### src/rtl/rs_scheduler.sv
// Reservation-station scheduler: lowest-free allocation, round-robin issue grant
// held under valid/ready, clear strobes. Optional macro RS_SAME_CYCLE_REUSE_EN.
module rs_scheduler #(
    parameter int unsigned RS_SIZE = 8
) (
    input  logic                         clock,
    input  logic                         reset,
    input  logic [RS_SIZE-1:0]           busy_in,
    input  logic [RS_SIZE-1:0]           ready_in,
    input  logic                         dispatch_valid,
    input  logic                         fu_ready,
    input  logic                         squash,
    output logic [RS_SIZE-1:0]           wr_en,
    output logic [RS_SIZE-1:0]           clear,
    output logic                         dispatch_stall,
    output logic                         rs_full,
    output logic [$clog2(RS_SIZE+1)-1:0] free_count,
    output logic                         iss_valid,
    output logic [$clog2(RS_SIZE)-1:0]   iss_idx
);

    localparam int unsigned IDX_W = $clog2(RS_SIZE);
    localparam int unsigned CNT_W = $clog2(RS_SIZE + 1);

    logic [IDX_W-1:0]   rr_ptr;
    logic               valid_n;
    logic [IDX_W-1:0]   idx_n;
    logic [IDX_W-1:0]   ptr_n;
    logic               fire;
    logic [RS_SIZE-1:0] issue_oh;
    logic [RS_SIZE-1:0] free;
    logic [RS_SIZE-1:0] cand;
    logic               found;
    logic [IDX_W-1:0]   pick;
    logic [IDX_W-1:0]   probe;
    logic [CNT_W-1:0]   cnt;

    assign fire     = iss_valid && fu_ready && !squash;
    assign issue_oh = RS_SIZE'(1) << iss_idx;

    // Clear strobes; reset masks them so a dropped grant never clears its entry
    always_comb begin
        clear = '0;
        if (reset) begin
            if (squash)
                clear = busy_in;
            else if (fire)
                clear = issue_oh;
        end
    end

    always_comb begin
`ifdef RS_SAME_CYCLE_REUSE_EN
        free = ~busy_in | clear;
`else
        free = ~busy_in;
`endif
    end

    always_comb begin
        cnt = '0;
        for (int unsigned i = 0; i < RS_SIZE; i++)
            cnt = cnt + CNT_W'(free[i]);
    end

    // Allocation: isolate lowest set bit of the free vector
    always_comb begin
        wr_en = '0;
        if (reset && dispatch_valid && !squash)
            wr_en = free & (~free + RS_SIZE'(1));
        free_count     = cnt;
        rs_full        = (cnt == '0);
        dispatch_stall = dispatch_valid && (free == '0);
    end

    // Round-robin search starting at rr_ptr; the held grant is never re-picked
    always_comb begin
        cand  = busy_in & ready_in & ~(iss_valid ? issue_oh : '0);
        found = 1'b0;
        pick  = '0;
        probe = '0;
        for (int unsigned k = 0; k < RS_SIZE; k++) begin
            probe = rr_ptr + IDX_W'(k);
            if (!found && cand[probe]) begin
                found = 1'b1;
                pick  = probe;
            end
        end
    end

    always_comb begin
        valid_n = iss_valid;
        idx_n   = iss_idx;
        ptr_n   = rr_ptr;
        if (squash) begin
            valid_n = 1'b0;
            idx_n   = '0;
            ptr_n   = '0;
        end else if (!iss_valid || fire) begin
            if (found) begin
                valid_n = 1'b1;
                idx_n   = pick;
                ptr_n   = pick + IDX_W'(1);
            end else begin
                valid_n = 1'b0;
            end
        end
    end

    always_ff @(posedge clock or negedge reset) begin
        if (!reset) begin
            iss_valid <= 1'b0;
            iss_idx   <= '0;
            rr_ptr    <= '0;
        end else begin
            iss_valid <= valid_n;
            iss_idx   <= idx_n;
            rr_ptr    <= ptr_n;
        end
    end

endmodule

### config.mk
export PLATFORM = sky130hd
export DESIGN_NAME = rs_scheduler
export DESIGN_NICKNAME = d
export VERILOG_FILES = /design/src/rtl/rs_scheduler.sv
export SDC_FILE = /design/constraint.sdc
export NUM_CORES = 1
export LEC_CHECK = 0
export CAP_MARGIN = 30
export CORE_MARGIN = 10
export CORE_UTILIZATION = 48
export DETAILED_ROUTE_END_ITERATION = 6
export PLACE_DENSITY_LB_ADDON = 0.3
export RECOVER_POWER = 25
export SETUP_SLACK_MARGIN = 0.5
export SLEW_MARGIN = 10
export SYNTH_ARGS = -nofsm -noshare
export SYNTH_HDL_FRONTEND = slang
export SYNTH_SLANG_ARGS = --single-unit
### constraint.sdc
create_clock -name clock -period 6.2 [get_ports clock]
set_input_delay 1.86 -clock clock [delete_from_list [all_inputs] [get_ports clock]]
set_output_delay 1.86 -clock clock [all_outputs]
set_load 0.01 [all_outputs]
======== After elaboration in Yosys (flattened, before gate mapping) ========
Cells that the tools add are included.
storage, ports and cells
  bits in registers ....................... 7
  bits in latches ......................... 0
  memory bits (writable) .................. 0
  bits in read-only memories .............. 0
  logic and storage cells ................. 107
  memories ................................ 0
cells by class
  add/subtract/negate cells ............... 16
  multiply operators ...................... 0
  divide/modulo/power cells ............... 0
  $lt $le $gt $ge ......................... 8
  equal/unequal tests ..................... 0
  shift operators ......................... 1
  multiplexer cells ....................... 46
  bitwise operators ....................... 6
  reduce and logical (&&, ||, !) cells .... 27
operators by type and width
  kind                                                        count
  two-way mux 3 bit                                           14
  two-way mux 8 bit                                           5
  less-than comparator 3 x 4 -> 1 bit, second input constant  8
  AND 8 bit                                                   3
  binary-select mux 1 bit (select 3 bit)                      8
  NOT 8 bit                                                   3
  two-way mux 1 bit                                           19
  adder 4 x 1 -> 4 bit                                        4
  adder 3 bit, second input constant                          4
  logical AND 1 bit                                           12
  zero test 1 bit                                             9
  adder 8 x 1 -> 8 bit, second input constant                 1
  zero test 8 bit                                             1
  left shift 1 x 3 -> 8 bit, first input constant             1
  adder 3 x 1 -> 3 bit, second input constant                 2
  adder 3 x 2 -> 3 bit, second input constant                 2
  adder 3 x 1 -> 4 bit                                        1
  zero test 4 bit                                             1
  nonzero test 2 bit                                          2
  adder 2 x 1 -> 3 bit                                        1
  adder 1 x 1 -> 2 bit                                        1
  AND reduction 2 bit                                         1
  logical OR 1 bit                                            1

======== Logic depth before layout (Yosys ltp) ========
  depth in word-level cells ............... 32
  gate-level depth with buffers ........... 19
  mapped depth without buffers ............ 14

======== Least setup slack after synthesis ========
OpenSTA, ideal clock, no wires.
  path type ............................... input port to output port
  start point ............................. input busy_in[0]
  end point ............................... output rs_full
  data arrival time ....................... 4556 ps
  required time ........................... 4340 ps
  path slack .............................. -216 ps
  cell stages on the path ................. 9
  path buffers ............................ 0
  cell sequence ........................... inv_1 -> fa_1 -> fa_1 -> fa_1 -> ha_1 -> inv_1 -> fa_1 -> xnor2_1 -> nor4_1
on the way
  cells in the longest elaborated chain, start to end .. 9
ends and longest elaborated chain
  element                             RTL line  RTL
  from (decl)                         8         input logic [RS_SIZE-1:0] busy_in,
  NOT 8 bit                           56        free = ~busy_in;
  adder 1 x 1 -> 2 bit                63        cnt = cnt + CNT_W'(free[i]);
  adder 2 x 1 -> 3 bit                63
  adder 3 x 1 -> 4 bit                63
  adder 4 x 1 -> 4 bit (4 in series)  63
  via free_count[2]                   17        output logic [$clog2(RS_SIZE+1)-1:0] free_count,
  zero test 4 bit                     72        rs_full = (cnt == '0);
  to (decl)                           16        output logic rs_full,
The timed path passes the listed nets, and every way through them passes these cells.

======== Worst setup path in the final report ========
  start point ............................. input busy_in[1]
  end point ............................... output rs_full
on the way
  cells in the longest elaborated chain, start to end .. 9
ends and longest elaborated chain
  element                             RTL line
  NOT 8 bit                           56
  adder 1 x 1 -> 2 bit                63
  adder 2 x 1 -> 3 bit                63
  adder 3 x 1 -> 4 bit                63
  adder 4 x 1 -> 4 bit (4 in series)  63
  zero test 4 bit                     72
No other way between the ends.

==> flow_summary.ini <==
[status]
status = complete, but fails checks
violations = negative setup slack

[detailed_routing]
highest_layer = met4
dr_wl_met3_um = 467
drt-pass1-iter-count = 5
wl_met1_um = 3340
routed_wirelength_um = 7490
met2_length_um = 3610
drc = 0
via_count = 2485
drtAntennaViolNets = 0
drt_iter0_markers = 275
wl_per_cell_um = 19.8
vias_per_cell = 6.56

[global_route]
grt_pass1_wl_um = 12400
antenna_found_initial = 0
overflow = 0
grt_usage_pct = 19.7
grt_max_degree = 20
grt_pass1_vias = 2269

[timing]
post-route-min-period_ns = 6.53
relSlewSlack_pct = 54.0
finClkSkew_ns = 0.000498
rsz0062_at_grt = yes
hold_violations = 0
slew_violations = 0
finalSetupViolations = 4
finalCritPeriodShare_pct = 105
clock.fmax_mhz = 153
worstMarginPinSlew_ns = 0.685
finalWorstSetupSlack_ns = -0.335

[floorplanning]
ioPinCount = 47
dieWidth_um = 88.5
initial_core_util_pct = 50.7
core_mm2 = 0.00444
fp.dieArea_mm2 = 0.00783
die_h_um = 88.5
rows = 24

[critical_path]
critPathCaptureType = primary output
path_cells = buf_8 -> inv_4 -> fa_1 -> fa_1 -> fa_1 -> ha_4 -> inv_2 -> fa_2 -> inv_2 -> nor4_4 -> buf_2
critPathMaxStageDelay_ns = 0.56
critPathBufInv = 5
arrival_ns = 4.67
critPathKind = in2out
cp_top_family = adder cells
path_common_cell = fa_1
timing.reg2reg.setup_slack_ns = 1.85
worstPathRequired_ns = 4.34
crit_slowest_cell = fa_1
crit_path_max_fanout = 2
start_kind = input pin

[placement]
pre_cts_slack_ns = -1.29
place_area_mm2 = 0.00284
dp.cells = 366
io_buffers = 46
gp_congestion = 0.966
hpwl_um = 5760

[final_layout]
seqCellArea_um2 = 175
layout.nets = 361
layout_common_cells = 34 x clkdlybuf4s50_1, 21 x nor2_1, 19 x mux2i_1
multi_input_area_mm2 = 0.00198
drive_gt1_share_pct = 22.9
area_delta_synth_final_pct = 33.9
design_area_mm2 = 0.00302
final_common_cell = clkdlybuf4s50_1
fill_cells = 390
fin_cells = 379
fin_util_pct = 67.9
diodes = 0

[logic_synthesis]
synth_edf_count = 0
yosys-mux-area-fraction_pct = 19.9
syn_avg_cell_area_um2 = 8.28
ys.flop_type = dfrtp_1
netlist_area_mm2 = 0.00225
yosysWarnings = 0
synth_cell_types = 73
synth-seq-cells = 7
synth_async_sr_flop_share_pct = 100
syn_inst = 272
yosys.area_share.simple_pct = 33.4
synth_xor_area_share_pct = 1.94
synth_fa_ha_area_share_pct = 8.00
yosysSeqAreaShare_pct = 7.78
synth_top_family_by_area = simple AND/OR/NAND/NOR gates
synth_compound_area_share_pct = 21.6
syn_nets = 305

[cts]
insertion_delay_ns = 0.22
path_clk_slew_ns = 0.04
cts_root_buf = clkbuf_8
htreeDepth = 1
cts.sinks = 7
numCtsBuffers = 3
clockBufferDepth = 2
cts_tree = built

[power_and_ir_drop]
ir_drop_mv = 0.366
p_leak_nw = 1.21
power-per-cell-area_mw_per_mm2 = 410
p_total_mw = 1.24

[run]
cap_violations = 0

[min_path]
hold_path.class = reg2reg
-- synth_stat cells (6+ instances only) --
cell type	number	share of area, %
mux4_2	7	7.0
nand3b_1	7	2.3
nand2_1	17	2.8
nand3_1	15	3.3
dfrtp_1	7	7.8
mux2i_1	19	8.4
a21oi_1	8	1.8
ha_1	8	4.4
inv_1	16	2.7
nor2b_1	11	3.1
a22oi_1	6	2.0
clkbuf_1	12	2.0
nor2_1	21	3.5
-- final timing paths --
check | endpoint | cells past startpoint | start
max in group asynchronous | iss_idx[0]$_DFFE_PN0P_ | 2 | reset
hold / removal | iss_idx[0]$_DFFE_PN0P_ | 2 | iss_idx[0]$_DFFE_PN0P_
min in group asynchronous | rr_ptr[2]$_DFFE_PN0P_ | 2 | reset
setup reg to reg | rr_ptr[2]$_DFFE_PN0P_ | 12 | rr_ptr[0]$_DFFE_PN0P_
hold reg to reg | iss_idx[0]$_DFFE_PN0P_ | 2 | iss_idx[0]$_DFFE_PN0P_
setup / recovery | rs_full | 11 | busy_in[1]
-- state kept, by name, summed over array words and instances, names as in the netlist --
register,count
iss_valid,1
iss_idx,3
rr_ptr,3
-- repair_timing --
item,CTS,global route
buffers inserted,9,0
resized for setup,48,8
endpoints found under the setup margin,5,10
pin swaps,8,7
hold endpoints to repair,0,0
hold buffers,0,0
-- layer usage --
layer | GRT usage, % | up-vias
met4 | 4.70 | 0
met5 | 0 | -
met2 | 32.4 | 95
met1 | 27.2 | 1219
li1 | - | 1162
met3 | 1.75 | 9
-- final cells by class --
type                       instances  area share, %
clock buffer                       4           1.49
inverter                          17           2.45
multi-input combinational        228           65.7
sequential                         7           5.81
tap                               52           2.16
timing repair buffer              71           22.4
-- tightest hold or removal path: stages (launching register included) --
cell and delay, ns:
dfrtp_1 0.53, nand2b_1 0.15, a21oi_1 0.06
-- metrics by stage --
stage,TNS [ns],hold WS [ns]
6_report,-0.838,0.785
5_1_grt,-1.12,0.839
4_1_cts,-0.933,0.777
3_5_place_dp,-4.73,0.772
3_3_place_gp,-4.29,0.744
2_1_floorplan,-0.0610,0.777
-- cell families (layout without fill, tap and decap cells) --
group,Yosys count,count (layout)
XOR/XNOR,5,5
AND/OR/NAND/NOR,120,120
buffers and inverters,37,92
AO/OA/AOI/OAI,60,60
flip-flops,7,7
multiplexers,31,31
adder cells (fa/ha/maj),12,12
-- report_power, final --
part / internal [mW] / switching (mW) / leakage (nW)
Clock: 0.0442 / 0.0170 / 0.0228
Combinational: 0.508 / 0.540 / 1.10
Sequential: 0.0622 / 0.0657 / 0.0905
Total: 0.614 / 0.623 / 1.21
No activity file was read; power rests on OpenSTA's default activity.
==> RTL change 1: new RTL, same flow settings <==
The parameter `RS_SIZE` goes from 8 to 16.
--- a/src/rtl/rs_scheduler.sv
+++ b/src/rtl/rs_scheduler.sv
@@ -2,5 +2,5 @@
 // held under valid/ready, clear strobes. Optional macro RS_SAME_CYCLE_REUSE_EN.
 module rs_scheduler #(
-    parameter int unsigned RS_SIZE = 8
+    parameter int unsigned RS_SIZE = 16
 ) (
     input  logic                         clock,
Interface: changed (6 resized); port bits go from 47 to 81. The function was not compared with the original's and may differ.
==> RTL change 1 against the original RTL <==
- power is 150% higher
- sequential cell count is 2 higher
- worst setup slack worse by 0.49 ns
- first-iteration DRC count is 61% higher
- critical path type unchanged
- largest cell class unchanged
- routed wire length is 130% higher
- cell area is 96% higher
- the flow still finishes with violations (negative setup slack)
- final cell count is 100% higher
- clock skew is 0.0014 ns higher
- largest power group unchanged
- area after synthesis is 78% higher
==> RTL change 1: results (changes against the original RTL) <==
Layout
  – Top flop regs: iss_idx x4, rr_ptr x4, iss_valid x1
  – Final nets: 734 (+100%)
  – Fin cells: 776 (+100%)

Power
  – Peak VDD IR: 0.276 mV (-24%)
  – LEAKAGE: 2.72 nW (+120%)

Timing
  – Hold_ws: 0.760 ns (-0.0248 ns)
  – Worst setup margin: -0.828 ns (-0.493 ns)
  – Actual slew at the worst max-slew pin: 1.01 ns (+0.326 ns)
  – Final setup viols: 6 (+2)

Synth
  – Synth Area in Adders: 0.0968 (+0.0168)
  – Post-synthesis mux area share: 0.211 (+0.0116)
  – Sequential cell area fraction in the yosys report: 0.0562 (-0.0216)
  – Synth top area share: 0.0899 (+0.00547)
  – Post-synthesis average cell area: 7.69 sq um (-7.1%)
  – Netlist cell types: 76 (+4.1%)
  – Syn Nets: 583 (+91%)
  – Synth Area in XOR/XNOR: 0.0262 (+0.00678)
  – Top cells by area, synth: mux4_2 9.0%, mux2i_1 5.7%, dfrtp_1 5.6%
  – Synth Area in Compound Gates: 0.251 (+0.0346)

Global route
  – Pin count of the biggest net entering global routing: 26 (+30%)
  – First-pass GRT wire length: 26500 um (+110%)
  – Number of global-route vias before repair: 4947 (+120%)
  – Tot GR Track Use: 0.253 (+0.0563)

Critical path
  – Slowest stage delay, CP: 0.59 ns (+0.03 ns)
  – R2R Path Start: iss_idx[0]$_DFFE_PN0P_
  – Reg2reg setup slack: 1.28 ns (-0.57 ns)
  – FF-to-FF End: rr_ptr[3]$_DFFE_PN0P_
  – CP arrival: 5.17 ns (+0.50 ns)
  – R2R cell count: 13 (+1)

Placed design
  – Post-DP HPWL: 13600 um (+140%)
  – Final GP Congestion: 0.982 (+1.6%)

Status
  – Failing checks: negative setup slack
  – Outcome: finished with violations

Worst hold path
  – Worst Hold Launch: rr_ptr[0]$_DFFE_PN0P_
  – Hold Path End: rr_ptr[0]$_DFFE_PN0P_

Drt
  – Iter 0 DRT Violations: 442 (+61%)
  – Post-Route WL: 17500 um (+130%)
  – Via count: 5123 (+110%)

CTS
  – Later-pin clock latency in the skew report: 0.24 ns (+0.02 ns)
  – Clock-pin slew on the worst setup and hold paths: around 0.050 ns
[RTL change 1: logic make-up (layout without fill, tap and decap cells)]
group | Yosys count | after routing
flops | 9 | 9
compound gates | 135 | 135
mux | 59 | 59
fa+ha+maj | 25 | 25
buf+inv | 61 | 211
xor+xnor | 12 | 12
simple gates | 220 | 220
[RTL change 1: worst max-delay path by stage]
| stage | start | to |
|---|---|---|
| 2_1_floorplan | busy_in[0] | rs_full |
| 3_5_place_dp | busy_in[0] | rs_full |
| 6_report | busy_in[11] | rs_full |
| 3_3_place_gp | busy_in[0] | rs_full |
| 4_1_cts | busy_in[15] | rs_full |
| 5_1_grt | busy_in[11] | rs_full |
[RTL change 1: routing by layer]
metal,up-vias,global-route usage,wire [um]
met5,-,0,0
met4,0,0.118,816
met3,65,0.0601,1610
met2,329,0.442,8470
met1,2413,0.285,6610
li1,2316,-,-
[RTL change 1: critical path, delay by kind of cell]
family          cells  cell delay, ns
compound gates      1            0.22
fa+ha+maj           6            2.46
buf+inv             4            0.33
simple gates        2            0.30
[RTL change 1: stage by stage]
stage | utilization | setup TNS, ns | area (sq um) | setup WS [ns] | power, mW
floorplan | - | -1.99 | 4060 | -0.572 | 1.80
global placement | 0.669 | -9.25 | 5470 | -1.74 | 2.67
detailed placement | 0.669 | -9.79 | 5470 | -1.81 | 2.71
finish | 0.723 | -3.68 | 5910 | -0.828 | 3.05
global route | 0.723 | -4.27 | 5910 | -0.962 | 3.27
CTS | 0.682 | -3.63 | 5580 | -0.835 | 2.84
[RTL change 1: area by class of cell]
cell class,count,area (sq um)
Tap cell,105,131
Sequential cell,9,225
Multi-Input combinational cell,451,3800
Inverter,30,125
Clock buffer,3,41.3
Clock inverter,1,5.00
Timing Repair Buffer,177,1590
Fill cell,632,2260
[RTL change 1: repair_timing]
| action | 4_1_cts | 5_1_grt |
|---|---|---|
| pin swaps | 24 | 20 |
| resized for setup | 88 | 76 |
| endpoints found under the setup margin | 34 | 39 |
| cloned | 0 | 0 |
| buffers inserted | 5 | 9 |
[RTL change 1: power by group through the flow]
stage          logic, mW  registers (mW)  clock network, mW
2_1_floorplan       1.71          0.0956                  0
3_3_place_gp        2.56           0.115                  0
3_5_place_dp        2.59           0.117                  0
4_1_cts             2.65           0.118             0.0697
5_1_grt             3.07           0.121             0.0751
6_report            2.87           0.119             0.0691
==> RTL change 2: new RTL, same settings <==
Without the edit above. Register the output `free_count`, cleared by the reset; this adds one clock of latency there. The other outputs are not delayed to match.
--- a/src/rtl/rs_scheduler.sv
+++ b/src/rtl/rs_scheduler.sv
@@ -22,4 +22,6 @@
     localparam int unsigned IDX_W = $clog2(RS_SIZE);
     localparam int unsigned CNT_W = $clog2(RS_SIZE + 1);
+
+    logic [$clog2(RS_SIZE+1)-1:0] free_count_d;
 
     logic [IDX_W-1:0]   rr_ptr;
@@ -69,5 +71,5 @@
         if (reset && dispatch_valid && !squash)
             wr_en = free & (~free + RS_SIZE'(1));
-        free_count     = cnt;
+        free_count_d   = cnt;
         rs_full        = (cnt == '0);
         dispatch_stall = dispatch_valid && (free == '0);
@@ -120,4 +122,12 @@
     end
 
+    always_ff @(posedge clock or negedge reset) begin
+        if (!reset) begin
+            free_count <= '0;
+        end else begin
+            free_count <= free_count_d;
+        end
+    end
+
 endmodule
 
Function: changed (Yosys sat finds a counterexample within 4 cycles, from zero or initial values and one cycle with reset low).
==> RTL change 2 against the original RTL <==
- the run still ends with negative setup slack left
- sequential cell count up 4
- count of clock-buffer cells in the layout unchanged
- die area up 5.0%
- routed wire length up 8.3%
- clock power up 19%
- highest routed layer unchanged
- area after synthesis up 6.5%
- worst setup slack worse by 0.086 ns
- cell area up 1.8%
- global-route usage down 0.87 points
- synthesized cell count down 0.74%
- power down 2.3%
- largest power group unchanged
==> RTL change 2: results (changes against the original RTL) <==
Drt
  – Met3 wire length: 731 um (+57%)
  – Post-Route WL: 8110 um (+8.3%)
  – WL met1: 3160 um (-5.5%)
  – Via density: 6.51 (-0.75%)

Status
  – Outcome: finished with violations
  – Failing checks: negative setup slack

Timing
  – Worst setup margin: -0.421 ns (-0.0861 ns)
  – Clock Skews: 0.00644 ns (+0.00594 ns)
  – Final setup viols: 1 (-3)
  – Setup TNS: -0.421 ns (+0.417 ns)

Layout
  – Top flop regs: free_count x4, iss_idx x3, rr_ptr x3
  – Layout fillers: 399 (+2.3%)

Global route
  – Met3 Use GR: 0.0515 (+0.0341)
  – Met1 Usage GRT: 0.228 (-0.0433)
  – Tot GR Track Use: 0.188 (-0.00871)
  – Number of global-route vias before repair: 2515 (+11%)
  – First-pass GRT wire length: 13200 um (+6.1%)

CTS
  – Setup bufs post-CTS: 2 (-7)
  – Later-pin clock latency in the skew report: 0.24 ns (+0.02 ns)
  – Cells resized by post-CTS repair: 24 (-50%)

Power
  – LEAKAGE: 1.24 nW (+2.2%)
  – Int Pwr: 0.591 mW (-3.7%)
  – Total Power: 1.21 mW (-2.3%)
  – Peak VDD IR: 0.209 mV (-43%)
  – Sequential Power Share: 0.125 (+0.022)

Placed design
  – Placed insts: 384 (+4.9%)
  – Dpl cell area: 3000 sq um (+5.4%)
  – Final GP Congestion: 0.927 (-4.1%)
  – Place WS: -1.25 ns (+0.0375 ns)

Synth
  – Post-synthesis average cell area: 8.88 sq um (+7.3%)
  – Sequential cell area fraction in the yosys report: 0.115 (+0.0370)
  – Syn Nets: 303 (-0.66%)
RTL change 2: changes by cell type after synthesis, sizes merged, moves of 6 or more:
| cell | change |
|---|---|
| mux2i | -6 |
| mux4 | +6 |
| nand3 | -6 |
| nand3b | -7 |
| nor3 | +6 |
| o21ai | +7 |
RTL change 2: path summary, 6_finish.rpt:
kind / cells after the start / end / from / slack (ns)
max: 11 / rs_full / busy_in[1] / -0.42
min: 2 / iss_idx[1]$_DFFE_PN0P_ / iss_idx[1]$_DFFE_PN0P_ / 0.79
max reg2reg: 15 / rr_ptr[2]$_DFFE_PN0P_ / rr_ptr[1]$_DFFE_PN0P_ / 1.50
min reg2reg: 2 / iss_idx[1]$_DFFE_PN0P_ / iss_idx[1]$_DFFE_PN0P_ / 0.79
max in group asynchronous: 2 / rr_ptr[1]$_DFFE_PN0P_ / reset / 3.38
min in group asynchronous: 2 / iss_valid$_DFFE_PN0P_ / reset / 2.34
RTL change 2: worst max-delay path, delay by kind of cell:
family	cells	cell delay [ns]
adder cells (fa/ha/maj)	5	2.15
AND/OR/NAND/NOR	1	0.24
XOR/XNOR	1	0.18
buffers and inverters	4	0.33
RTL change 2: layout make-up:
| cell class | count | share of cell area |
|---|---|---|
| timing repair buffer | 66 | 0.198 |
| tap | 67 | 0.0273 |
| multi-input combinational | 224 | 0.648 |
| inverter | 18 | 0.0228 |
| clock buffer | 4 | 0.0147 |
| sequential | 11 | 0.0896 |
RTL change 2: kinds of logic (layout without fill, tap and decap cells):
logic type      after synthesis  in the layout  share of synthesized area
compound gates               63             63                      0.221
xor+xnor                      5              5                     0.0214
fa+ha+maj                    12             12                     0.0751
buf+inv                      35             88                     0.0683
flops                        11             11                      0.115
mux                          32             32                      0.221
simple gates                112            112                      0.278
